`config.mk`:
```
export PLATFORM = sky130hd
export DESIGN_NAME = spr_write_arbiter
export DESIGN_NICKNAME = d
export VERILOG_FILES = /design/src/rtl/spr_write_arbiter.sv
export SDC_FILE = /design/constraint.sdc
export NUM_CORES = 1
export LEC_CHECK = 0
export ABC_CLOCK_PERIOD_IN_PS = 2100
export BUFFER_PORTS_ARGS = -buffer_cell sky130_fd_sc_hd__buf_2
export CAP_MARGIN = 20
export CORE_MARGIN = 2
export CORE_UTILIZATION = 25
export DETAILED_ROUTE_END_ITERATION = 10
export GPL_TIMING_DRIVEN = 1
export PLACE_DENSITY = 0.61
export SYNTH_ARGS = -nofsm -noshare
export SYNTH_HDL_FRONTEND = slang
export SYNTH_SLANG_ARGS = --single-unit
```
`constraint.sdc`:
```
create_clock -name clk -period 2.1 [get_ports clk]
set_clock_uncertainty 0.1 [all_clocks]
set_input_delay 0.21 -clock clk [delete_from_list [all_inputs] [get_ports clk]]
set_output_delay 0.21 -clock clk [all_outputs]
set_load 0.05 [all_outputs]
```
`src/rtl/spr_write_arbiter.sv`:
```
// spr_write_arbiter: round-robin arbiter sharing the SPR register-file write
// port among REQUESTERS completing units. The winning result is registered
// onto the write port, so writes appear one cycle after the transfer.
// Contended cycles are counted in a saturating performance counter.
// Optional build macro SPR_WRITE_ADDR_FILTER_EN: when defined, a granted result
// whose SPR number is not XER(1), LR(8) or CTR(9) is consumed without being
// written, and the sticky illegal_addr flag is raised.
module spr_write_arbiter #(
   parameter int unsigned REQUESTERS  = 4,
   parameter int unsigned RS_ID_WIDTH = 5
) (
   input  logic                   clk,
   input  logic                   rst,
   input  logic                   req_valid [REQUESTERS],
   output logic                   req_ready [REQUESTERS],
   input  logic [9:0]             req_addr  [REQUESTERS],
   input  logic [31:0]            req_value [REQUESTERS],
   input  logic [RS_ID_WIDTH-1:0] req_rs_id [REQUESTERS],
   input  logic                   flush,
   output logic [9:0]             write_addr,
   output logic                   write_enable,
   output logic [31:0]            write_value,
   output logic [RS_ID_WIDTH-1:0] write_rs_id,
   output logic [15:0]            conflict_count,
   output logic                   illegal_addr
);

   localparam int unsigned PTR_W = (REQUESTERS > 1) ? $clog2(REQUESTERS) : 1;
   localparam logic [PTR_W-1:0] LAST_IDX = PTR_W'(REQUESTERS - 1);

   logic [PTR_W-1:0]       rr_ptr;
   logic [PTR_W-1:0]       grant_idx;
   logic                   grant;
   logic                   multi_valid;
   logic                   addr_ok;
   logic [9:0]             sel_addr;
   logic [31:0]            sel_value;
   logic [RS_ID_WIDTH-1:0] sel_rs_id;

   // Round-robin scan starting at rr_ptr; flush and reset suppress the grant.
   always_comb begin
      int unsigned idx;
      grant     = 1'b0;
      grant_idx = '0;
      idx       = 0;
      for (int unsigned i = 0; i < REQUESTERS; i++) begin
         idx = (32'(rr_ptr) + i) % REQUESTERS;
         if (!grant && req_valid[PTR_W'(idx)]) begin
            grant     = 1'b1;
            grant_idx = PTR_W'(idx);
         end
      end
      if (rst || flush) begin
         grant = 1'b0;
      end
   end

   // One-hot ready to the winning requester only.
   always_comb begin
      for (int unsigned i = 0; i < REQUESTERS; i++) begin
         req_ready[i] = grant && (grant_idx == PTR_W'(i));
      end
   end

   // Detect two or more simultaneous requests for the conflict counter.
   always_comb begin
      logic seen;
      seen        = 1'b0;
      multi_valid = 1'b0;
      for (int unsigned i = 0; i < REQUESTERS; i++) begin
         if (req_valid[i]) begin
            if (seen) begin
               multi_valid = 1'b1;
            end
            seen = 1'b1;
         end
      end
   end

   assign sel_addr  = req_addr[grant_idx];
   assign sel_value = req_value[grant_idx];
   assign sel_rs_id = req_rs_id[grant_idx];

`ifdef SPR_WRITE_ADDR_FILTER_EN
   // Only XER, LR and CTR are backed by the register file.
   assign addr_ok = (sel_addr == 10'd1) || (sel_addr == 10'd8) || (sel_addr == 10'd9);
`else
   assign addr_ok = 1'b1;
`endif

   // Pointer, registered write port, conflict counter and sticky error flag.
   always_ff @(posedge clk) begin
      if (rst) begin
         rr_ptr         <= '0;
         write_enable   <= 1'b0;
         write_addr     <= '0;
         write_value    <= '0;
         write_rs_id    <= '0;
         conflict_count <= '0;
         illegal_addr   <= 1'b0;
      end else begin
         write_enable <= grant && addr_ok;
         if (grant) begin
            rr_ptr <= (grant_idx == LAST_IDX) ? '0 : grant_idx + PTR_W'(1);
         end
         if (grant && addr_ok) begin
            write_addr  <= sel_addr;
            write_value <= sel_value;
            write_rs_id <= sel_rs_id;
         end
         if (grant && !addr_ok) begin
            illegal_addr <= 1'b1;
         end
         if (!flush && multi_valid && (conflict_count != 16'hFFFF)) begin
            conflict_count <= conflict_count + 16'd1;
         end
      end
   end

endmodule

```
After elaboration in Yosys (flattened, before gate mapping)
Cells that the tools add are included.
{"block": "classes", "add_sub_neg": 5, "reduce_logical": 15, "bitwise_logic": 5, "eq_ne": 4, "n_mux": 40, "magnitude_cmp": 5}
{"op": "32-bit binary-select mux with 2-bit select", "n": 1}
{"op": "32-bit two-way mux", "n": 2}
{"op": "1-bit two-way mux", "n": 22}
{"op": "10-bit binary-select mux with 2-bit select", "n": 1}
{"op": "10-bit two-way mux", "n": 2}
{"op": "16-bit by 1-bit adder with 16-bit output, second input constant", "n": 1}
{"op": "16-bit != test, second input constant", "n": 1}
{"op": "3-bit >= comparator, second input constant", "n": 5}
{"op": "2-bit NOT with 3-bit output", "n": 5}
{"op": "5-bit binary-select mux with 2-bit select", "n": 1}
{"op": "2-bit two-way mux", "n": 5}
{"op": "5-bit two-way mux", "n": 2}
{"op": "1-bit logical AND", "n": 9}
{"op": "1-bit binary-select mux with 2-bit select", "n": 4}
{"op": "2-bit by 1-bit adder with 2-bit output, second input constant", "n": 2}
{"op": "2-bit adder, second input constant", "n": 2}
{"op": "2-bit == test, second input constant", "n": 2}
{"op": "1-bit zero test", "n": 4}
{"op": "2-bit by 1-bit == test with 1-bit output, second input constant", "n": 1}
{"op": "2-bit zero test", "n": 1}
{"op": "1-bit logical OR", "n": 1}
{"block": "totals", "elab_cells": 80, "input_bits": 195, "output_inout_bits": 69, "regBits": 66}

Logic depth before layout (Yosys ltp)
Gate-level depths: netlist of the first run.
{"block": "logic_depth", "ltp_word": 18, "depth_mapped": 8}

Least setup slack after synthesis of the first run
OpenSTA, ideal clock, no wires.
{"block": "synth_timing", "path_kind": "register -> output", "start": "register rr_ptr[1]", "end": "output port req_ready[3] (netlist bit)", "t_required_ps": 1790, "n_path_buf": 2, "t_arrival_ps": 2316, "path_slack_ps": -526, "path_stages_with_launch": 7, "cell_sequence": "dfxtp_1 -> nand2_1 -> a211o_1 -> and2_1 -> buf_2 -> buf_2 -> nor3_1"}
{"element": "start: declaration", "line": "31", "source": "logic [PTR_W-1:0] rr_ptr;"}
{"element": "start signal: assignment", "line": "104", "source": "rr_ptr <= (grant_idx == LAST_IDX) ? '0 : grant_idx + PTR_W'(1);"}
{"element": "end: declaration", "line": "15", "source": "output logic req_ready [REQUESTERS],"}

==> results.json, run 1 <==
{
  "max_freq_mhz": 490.0,
  "cts.sinks": 66,
  "synthCells": 499,
  "start_util_pct": 25.23,
  "dieHeight_um": 135.4,
  "clock_power_share_pct": 36.4,
  "stdcell_count": 1001,
  "path_buf_inv": 3,
  "min_period_ps": 2041,
  "met1_usage_pct": 20.13,
  "internal_power_w": 0.003150,
  "dp_slack_ps": 97.25,
  "p_switching_w": 0.001619,
  "drt-initial-drc-count": 160,
  "slew_viol_final": 0,
  "drc": 0,
  "placedCellCount": 975,
  "grt_pass1_vias": 4437,
  "cts_buffer_depth": 2,
  "ys_seq_area_share_pct": 30.59,
  "cts-root-buf": "clkbuf_16",
  "io_buffers": 262,
  "yosys_warnings": 0,
  "cp.required_ps": 1790,
  "grt_use_met2_pct": 28.09,
  "finalCritPeriodShare_pct": 97.18,
  "r2r_cells": 6,
  "crit_path_frequent_cell": "buf_4",
  "layout_commonest_cell": "buf_2",
  "worst_slack_ps": 59.32,
  "nNetsFinal": 966,
  "wl_per_cell_um": 15.24,
  "critical_path.top_delay_family": "simple AND/OR/NAND/NOR gates",
  "die-area_mm2": 0.01834,
  "crit_path_start_kind": "register",
  "detail_route.vias_per_cell": 4.737,
  "worstPathMaxFanout": 4,
  "cap_violations": 0,
  "path_cells": "nor2b_1, buf_4, nor4_4, or2_4, buf_4, nor3_2, buf_6",
  "syn_area_per_cell_um2": 8.656,
  "synth_nets": 695,
  "area_delta_synth_final_pct": 51.27,
  "path_clk_slew_ps": 50,
  "regToRegStartpoint": "conflict_count[0]$_SDFFE_PP0P_",
  "swShare_pct": 33.95,
  "grt_busiest_layer": "met2",
  "fin_util_pct": 38.17,
  "synth_top_area_cell": "dfxtp_1",
  "combPwrFrac_pct": 33.5,
  "synth_top_area_share_pct": 30.59,
  "rr_endpoint": "conflict_count[8]$_SDFFE_PP0P_",
  "grt_max_degree": 63,
  "num_vias": 4742,
  "syn_area_mm2": 0.004319,
  "h-tree-depth": 3,
  "min_from": "req_rs_id[14]",
  "vdd_drop_max_uv": 339.7,
  "outcome": "finished clean",
  "hold_class": "input port to register",
  "gr-total-overflow": 0,
  "die_x_um": 135.4,
  "finalPower_w": 0.004770,
  "final_layout_size_suffix_gt1_share_pct": 48.90,
  "drtAntennaViolNets": 0,
  "synthTopCellsByArea": "dfxtp_1 31%, mux2i_1 11%, a21boi_0 8.0%",
  "critical_path_class": "register to primary output",
  "grt_pass1_wl_um": 23030,
  "io_pins": 264,
  "power_density_mw_per_mm2": 730.0,
  "crit_path_end_kind": "primary output",
  "met3_usage_pct": 2.619,
  "dr.pass1.iters": 4,
  "holdPathEnd": "write_rs_id[4]$_SDFFE_PP0P_",
  "p_seq_share_pct": 30.1,
  "synth-seq-cells": 66,
  "place_congestion": 0.7940,
  "cts_tree": "done",
  "postCtsHoldBufs": 0,
  "crit_slowest_cell": "dfxtp_2",
  "cp.arrival_ps": 1730,
  "hold_path_depth": 3,
  "synth_cell_types": 49,
  "max_stage_delay_ps": 330,
  "hold_viol": 0,
  "grt_usage_pct": 16.15,
  "core_mm2": 0.01712,
  "rsz0062_at_grt": "yes",
  "power.leakage_nw": 3.091,
  "routed_wl_um": 15260,
  "ff2ff_setup_slack_ps": 150,
  "clk_latency_ps": 330,
  "layout_common_cells": "258 x buf_2, 62 x dfxtp_1, 55 x nand2_1",
  "antenna_found_initial": 1,
  "setup_viol": 0,
  "place_hpwl_um": 11550,
  "rows": 48,
  "setup-tns-final_ps": 0,
  "numCtsBuffers": 9
}
-- cell type report --
cell class / instances / area (um^2)
multi-input cells: 381 / 2790
fillers: 1791 / 10580
well taps: 225 / 281.5
flip-flops and latches: 66 / 1326
clock buffers: 11 / 232.7
repair buffers: 307 / 1778
clock inverters: 5 / 102.6
inverters: 5 / 20.02
diodes: 1 / 2.502
-- sequential cells by signal, summed over array words and instances, names as in the netlist --
| signal | cells |
|---|---|
| write_value | 32 |
| conflict_count | 16 |
| write_addr | 10 |
| write_rs_id | 5 |
| rr_ptr | 2 |
| write_enable | 1 |
-- cells by family after synthesis --
logic type	share of synthesized area (%)
xor gates and xnor gates	2.028
DFF	30.59
other	0.08682
AOI/OAI and AO/OA	29.92
and+or+nand+nor	19.58
muxes	10.89
adders and majority gates	0.5214
buffers and inverters	6.373
-- worst reg2reg max path, stage by stage (launching register included) --
cell,delay (ps)
dfxtp_2,350
ha_1,210
and3_1,190
and3_1,340
a2111oi_2,450
xnor2_1,160
nor2_1,50
-- per-layer routing --
layer	up-vias	share of wire, %
li1	2383	-
met1	2187	42
met2	152	51
met3	20	4.8
met4	0	2.2
met5	-	0
-- timing repair --
action / in CTS / in global routing
setup endpoints to repair: 4 / 4
endpoints found under the hold margin: 0 / 0
pin swaps: 1 / 4
setup buffers: 2 / 7
gates resized for setup: 15 / 7
-- power groups by stage --
stage | Clock (W) | Combinational, W | Sequential, W
final | 0.00173 | 0.00160 | 0.00144
after global routing | 0.00184 | 0.00171 | 0.00145
after CTS | 0.00178 | 0.00159 | 0.00143
after detailed placement | 0 | 0.00156 | 0.00146
after global placement | 0 | 0.00154 | 0.00146
after floorplan | 0 | 0.000628 | 0.00185
-- cell usage after synthesis, drive strengths merged --
master / n
dfxtp: 66
nand2: 57
and3: 49
mux2i: 47
o211ai: 47
a21boi: 46
o21ai: 46
clkbuf: 28
buf: 19
nor2: 19
a211oi: 11
xnor2: 10
nand3: 5
a2111oi: 4
a21oi: 4
inv: 4
nor2b: 4
nor3: 4
a31oi: 3
and4: 3
nor3b: 3
a311oi: 2
and2: 2
nor4: 2
or3: 2
a211o: 1
clkinv: 1
conb: 1
ha: 1
maj3: 1
nand4: 1
nor4b: 1
o21bai: 1
o31ai: 1
o41ai: 1
or2: 1
or4: 1
-- worst max path at each step --
| stage | startpoint | endpoint | slack, ps | depth (start not counted) |
|---|---|---|---|---|
| floorplan | rr_ptr[0]$_SDFFE_PP0P_ | req_ready[0] | -170 | 7 |
| global placement | req_valid[3] | req_ready[0] | 110 | 8 |
| detailed placement | req_valid[3] | req_ready[0] | 100 | 8 |
| CTS | rr_ptr[0]$_SDFFE_PP0P_ | req_ready[2] | 4 | 7 |
| global route | rr_ptr[0]$_SDFFE_PP0P_ | req_ready[1] | -20 | 6 |
| finish | rr_ptr[0]$_SDFFE_PP0P_ | req_ready[1] | 60 | 7 |
-- stage by stage --
step | instance area [um^2] | hold WS (ps)
after global routing | 6531 | 73.28
final | 6534 | 70.69
after detailed placement | 6050 | 347.2
after floorplan | 4332 | 312.6
after CTS | 6452 | 54.83
after global placement | 6050 | 341.3
Note: power is estimated with default switching activity, not from simulation.
==> inputs of run 2 (changes only) <==
==> constraint.sdc (replaced) <==
create_clock -name clk -period 2.1 [get_ports clk]
set_clock_uncertainty 0.1 [all_clocks]
set_input_delay 0.21 -clock clk [delete_from_list [all_inputs] [get_ports clk]]
set_output_delay 0.21 -clock clk [all_outputs]
set_load 0.1 [all_outputs]
==> run 2 against run 1 <==
  * Final cell count barely moved
  * Count of clock-buffer cells in the layout down 1
  * Hold slack better by 1.4 ps
  * Total power grew 6.4%
  * Global-route usage grew 0.80 points
  * Critical endpoint unchanged
  * Flip-flop and latch count unchanged
  * Critical path depth stayed put
  * Setup slack worse by 40 ps
  * Largest power group is now combinational logic
==> results.json, run 2 (synthesized netlist as in run 1, its figures left out) <==
{
  "route.met2.wl_um": 7683,
  "met3_length_um": 803,
  "crit_path_start_kind": "register",
  "rows": 48,
  "hold_viol": 0,
  "wl_met1_um": 6971,
  "gr-total-overflow": 0,
  "cp.required_ps": 1790,
  "max_freq_mhz": 480.7,
  "cts-root-buf": "clkbuf_16",
  "die_x_um": 135.4,
  "crit_start": "rr_ptr[0]$_SDFFE_PP0P_",
  "cp.arrival_ps": 1770,
  "routed_wl_um": 15800,
  "slew_viol_final": 0,
  "cts.sinks": 66,
  "cts_buffer_depth": 2,
  "place_hpwl_um": 11080,
  "num_vias": 4714,
  "largest_register_ffs": 32,
  "grt_pass1_vias": 4518,
  "highest_layer": "met4",
  "detail_route.vias_per_cell": 4.714,
  "worstPathMaxFanout": 4,
  "finalCritPeriodShare_pct": 99.06,
  "stdcell_count": 1000,
  "rsz0062_at_grt": "yes",
  "drtAntennaViolNets": 0,
  "worst_pin_slew_ps": 523.0,
  "clk_latency_ps": 340,
  "grt_max_degree": 70,
  "place_congestion": 0.7394,
  "numCtsBuffers": 9,
  "top_regs": "write_value: 32 flops, conflict_count: 16 flops, write_addr: 10 flops",
  "wl_per_cell_um": 15.80,
  "drc": 0,
  "antenna_found_initial": 3,
  "grt_pass1_wl_um": 23990,
  "fin_util_pct": 38.74,
  "dieHeight_um": 135.4,
  "regMostFlops": "write_value",
  "core_mm2": 0.01712,
  "layout_commonest_cell": "buf_2",
  "dr.pass1.iters": 4,
  "vdd_drop_max_uv": 356.3,
  "finalPower_w": 0.005074,
  "io_buffers": 262,
  "outcome": "finished clean",
  "cap_violations": 0,
  "nNetsFinal": 964,
  "cts_tree": "done",
  "grt_usage_pct": 16.95,
  "area_delta_synth_final_pct": 53.51,
  "nFillCells": 1770,
  "regToRegStartpoint": "conflict_count[0]$_SDFFE_PP0P_",
  "io_pins": 264,
  "drt-initial-drc-count": 159,
  "placedCellCount": 968,
  "power_density_mw_per_mm2": 765.3,
  "path_clk_slew_ps": 60,
  "layout_common_cells": "258 x buf_2, 55 x nand2_1, 49 x and3_1",
  "final_layout_size_suffix_gt1_share_pct": 50.84,
  "critical_path_class": "register to primary output",
  "start_util_pct": 25.23,
  "min_from": "req_addr[23]",
  "min_period_ps": 2080,
  "setup_viol": 0,
  "power.leakage_nw": 3.143,
  "postCtsHoldBufs": 0,
  "slew_headroom_pct": 65.37,
  "crit_path_end_kind": "primary output",
  "h-tree-depth": 3,
  "hold_class": "input port to register",
  "die-area_mm2": 0.01834
}
[run 2: changes by cell type in the layout (fill, tap and decap cells not counted), moves of 3 or more]
cell     before  now
dfxtp_1      62   48
buf_4        36   31
dfxtp_4       0    3
buf_12        8   12
dfxtp_2       4   15
buf_6         5    1
[run 2: path summary, 6_finish.rpt]
kind | endpoint | slack [ps] | cells past startpoint
min reg2reg | write_value[12]$_SDFFE_PP0P_ | 350 | 2
max reg2reg | conflict_count[5]$_SDFFE_PP0P_ | 120 | 6
min | write_addr[3]$_SDFFE_PP0P_ | 70 | 3
max | req_ready[1] | 20 | 7
[run 2: repair_timing]
action,in CTS,in global routing
setup endpoints to repair,4,4
pin swaps,5,2
setup buffers,9,2
resized for setup,12,0
endpoints found under the hold margin,0,0
cloned,2,1
[run 2: area by class of cell]
cell class / count / area [um^2] / share of cell area [%]
Tap cell: 225 / 281.5 / 4.246
Clock inverter: 6 / 65.06 / 0.9813
Multi-Input combinational cell: 381 / 2803 / 42.27
Inverter: 5 / 20.02 / 0.3019
Clock buffer: 10 / 239.0 / 3.604
Sequential cell: 66 / 1351 / 20.38
Timing Repair Buffer: 305 / 1866 / 28.14
Antenna cell: 2 / 5.005 / 0.07549
[run 2: critical path, cell delays in order (launching register included)]
cell	delay, ps
dfxtp_2	340
nor2b_1	100
buf_4	150
nor4_4	50
or2_4	260
buf_4	150
nor3_4	190
buf_12	200
[run 2: per-stage QoR]
| stage | area (um^2) | setup WS, ps | hold slack (ps) | setup TNS, ps |
|---|---|---|---|---|
| 6_report | 6630 | 19.70 | 72.13 | 0 |
| 5_1_grt | 6628 | -76.09 | 67.75 | -235.9 |
| 4_1_cts | 6585 | -10.42 | 55.84 | -19.41 |
| 3_5_place_dp | 6107 | -73.58 | 338.3 | -379.7 |
| 3_3_place_gp | 6107 | -52.77 | 342.6 | -55.30 |
| 2_1_floorplan | 4383 | -191.7 | 312.6 | -251.8 |
[run 2: power by group]
part	switching (W)	total, W	internal [W]
combinational	0.00145	0.00209	0.000647
sequential	0.0000636	0.00144	0.00137
clock	0.000595	0.00155	0.000951
total	0.00210	0.00507	0.00297
[run 2: layer usage]
layer	track usage, %	vias to the layer above
met5	0	-
met4	6.887	0
met3	3.180	20
met2	28.62	144
met1	21.28	2172
li1	-	2378
==> inputs of run 3 (changes only) <==
Settings changed: SETUP_SLACK_MARGIN set to 0.05.
==> run 3 against run 2 <==
  * Wire length shrank 1.2%
  * Via count up 1.2%
  * Clock power barely moved
  * Hold slack worse by 1.6 ps
  * Total power is 1.2% higher
  * Count of clock-buffer cells in the layout unchanged
  * Non-clock buffer count is the same
  * Final cell count down 0.20%
  * Sequential power hardly changed
  * Critical path depth is 1 lower
  * Register-to-register slack better by 20 ps
  * Die area did not move
  * Critical path type unchanged
==> results.json, run 3 (synthesized netlist as in run 1, its figures left out) <==
{
  "outcome": "finished clean",
  "cts_tree": "done",
  "critical_path.top_delay_family": "simple AND/OR/NAND/NOR gates",
  "met3_usage_pct": 3.704,
  "drt-initial-drc-count": 192,
  "worstPathMaxFanout": 4,
  "diodes": 0,
  "drtAntennaViolNets": 0,
  "die_x_um": 135.4,
  "max_freq_mhz": 487.1,
  "place_hpwl_um": 11390,
  "cap_violations": 0,
  "grt_usage_pct": 16.32,
  "met1_usage_pct": 21.29,
  "core_mm2": 0.01712,
  "cts_buffer_depth": 2,
  "gr-total-overflow": 0,
  "min_from": "req_rs_id[13]",
  "vdd_drop_max_uv": 339.2,
  "nNetsFinal": 964,
  "area_delta_synth_final_pct": 54.95,
  "nFillCells": 1771,
  "slew_viol_final": 0,
  "whs_ps": 70.53,
  "grt_pass1_wl_um": 23300,
  "drc": 0,
  "path_buf_inv": 2,
  "routed_wl_um": 15620,
  "regToRegStartpoint": "rr_ptr[1]$_SDFFE_PP0P_",
  "dieHeight_um": 135.4,
  "cp.required_ps": 1790,
  "wl_per_cell_um": 15.65,
  "start_util_pct": 25.23,
  "worst_pin_slew_ps": 525.0,
  "grt_max_degree": 37,
  "h-tree-depth": 3,
  "setup-tns-final_ps": 0,
  "placedCellCount": 963,
  "io_pins": 264,
  "grt_use_met2_pct": 27.10,
  "num_vias": 4770,
  "placed_area_mm2": 0.006111,
  "regMostFlops": "write_value",
  "crit_path_start_kind": "register",
  "final_layout_size_suffix_gt1_share_pct": 51.88,
  "numCtsBuffers": 9,
  "crit_path_end_kind": "primary output",
  "power.leakage_nw": 3.141,
  "power_density_mw_per_mm2": 767.4,
  "min_period_ps": 2053,
  "detail_route.vias_per_cell": 4.780,
  "die-area_mm2": 0.01834,
  "hold_path_depth": 3,
  "rsz0062_at_grt": "yes",
  "ff2ff_setup_slack_ps": 140,
  "layout_common_cells": "258 x buf_2, 55 x nand2_1, 48 x and3_1, 48 x dfxtp_1, 46 x a21boi_0",
  "design_area_mm2": 0.006693,
  "clk_latency_ps": 330,
  "max_stage_delay_ps": 360,
  "crit_slowest_cell": "dfxtp_4",
  "stdcell_count": 998,
  "largest_register_ffs": 32,
  "io_buffers": 262,
  "holdPathEnd": "write_rs_id[3]$_SDFFE_PP0P_",
  "fin_util_pct": 39.10,
  "finalCritPeriodShare_pct": 97.76,
  "antenna_found_initial": 0,
  "slew_headroom_pct": 65.24,
  "rows": 48,
  "cts-root-buf": "clkbuf_16",
  "grt_pass1_vias": 4351,
  "setup_viol": 0,
  "top_regs": "write_value: 32 flops, conflict_count: 16 flops, write_addr: 10 flops",
  "hold_viol": 0,
  "path_clk_slew_ps": 60,
  "r2r_cells": 9,
  "rr_endpoint": "write_addr[2]$_SDFFE_PP0P_",
  "worst-path-stages": 6,
  "path_cells": "nand2_1, a211o_4, and2_4, buf_6, nor2_4, buf_12",
  "dr.pass1.iters": 4,
  "place_congestion": 0.8030,
  "critical_path_class": "register to primary output",
  "grt_busiest_layer": "met2",
  "hold_class": "input port to register",
  "cp.arrival_ps": 1740,
  "layout_commonest_cell": "buf_2",
  "cts.sinks": 66
}
-- run 3: worst max-delay path by stage --
stage,from,end,slack [ps]
finish,rr_ptr[1]$_SDFFE_PP0P_,req_ready[2],50
global route,rr_ptr[0]$_SDFFE_PP0P_,req_ready[1],-20
detailed placement,req_valid[3],write_value[10]$_SDFFE_PP0P_,-40
CTS,rr_ptr[1]$_SDFFE_PP0P_,req_ready[1],-6
global placement,req_valid[3],write_value[10]$_SDFFE_PP0P_,40
floorplan,rr_ptr[1]$_SDFFE_PP0P_,req_ready[3],-50
-- run 3: power by group --
part / total [W] / internal (W) / switching (W)
clock: 0.00156 / 0.000952 / 0.000606
sequential: 0.00144 / 0.00137 / 0.0000675
combinational: 0.00214 / 0.000680 / 0.00146
total: 0.00514 / 0.00300 / 0.00213
-- run 3: repair_timing --
| action | 4_1_cts | 5_1_grt |
|---|---|---|
| gates cloned | 1 | 1 |
| gates resized for setup | 13 | 12 |
| endpoints found under the hold margin | 0 | 0 |
| hold buffers | 0 | 0 |
| setup buffers | 18 | 0 |
| pin swaps | 9 | 6 |
| setup endpoints to repair | 23 | 42 |
-- run 3: worst min-delay path, stage by stage --
cell and delay, ps:
buf_2 70, mux2i_1 70, o211ai_2 120
-- run 3: final cells by class --
class / instances / area, um^2 / share of cell area (%)
clock buffer: 10 / 239.0 / 3.571
inverter: 5 / 20.02 / 0.2991
sequential: 66 / 1354 / 20.23
timing repair buffer: 305 / 1901 / 28.40
tap: 225 / 281.5 / 4.206
multi-input combinational: 381 / 2833 / 42.33
clock inverter: 6 / 65.06 / 0.9721
-- run 3: metrics by stage --
step | total power, W | setup slack [ps]
2_1_floorplan | 0.002940 | -50.02
3_3_place_gp | 0.003457 | 44.98
3_5_place_dp | 0.003469 | -38.18
4_1_cts | 0.005159 | -5.636
5_1_grt | 0.005372 | -23.64
6_report | 0.005136 | 47.14
-- run 3: per-layer routing --
| metal | part of all wire [%] | vias to the layer above | wire [um] |
|---|---|---|---|
| li1 | - | 2372 | - |
| met1 | 45 | 2225 | 7054 |
| met2 | 48 | 156 | 7502 |
| met3 | 5.5 | 17 | 856 |
| met4 | 1.3 | 0 | 204 |
| met5 | 0 | - | 0 |
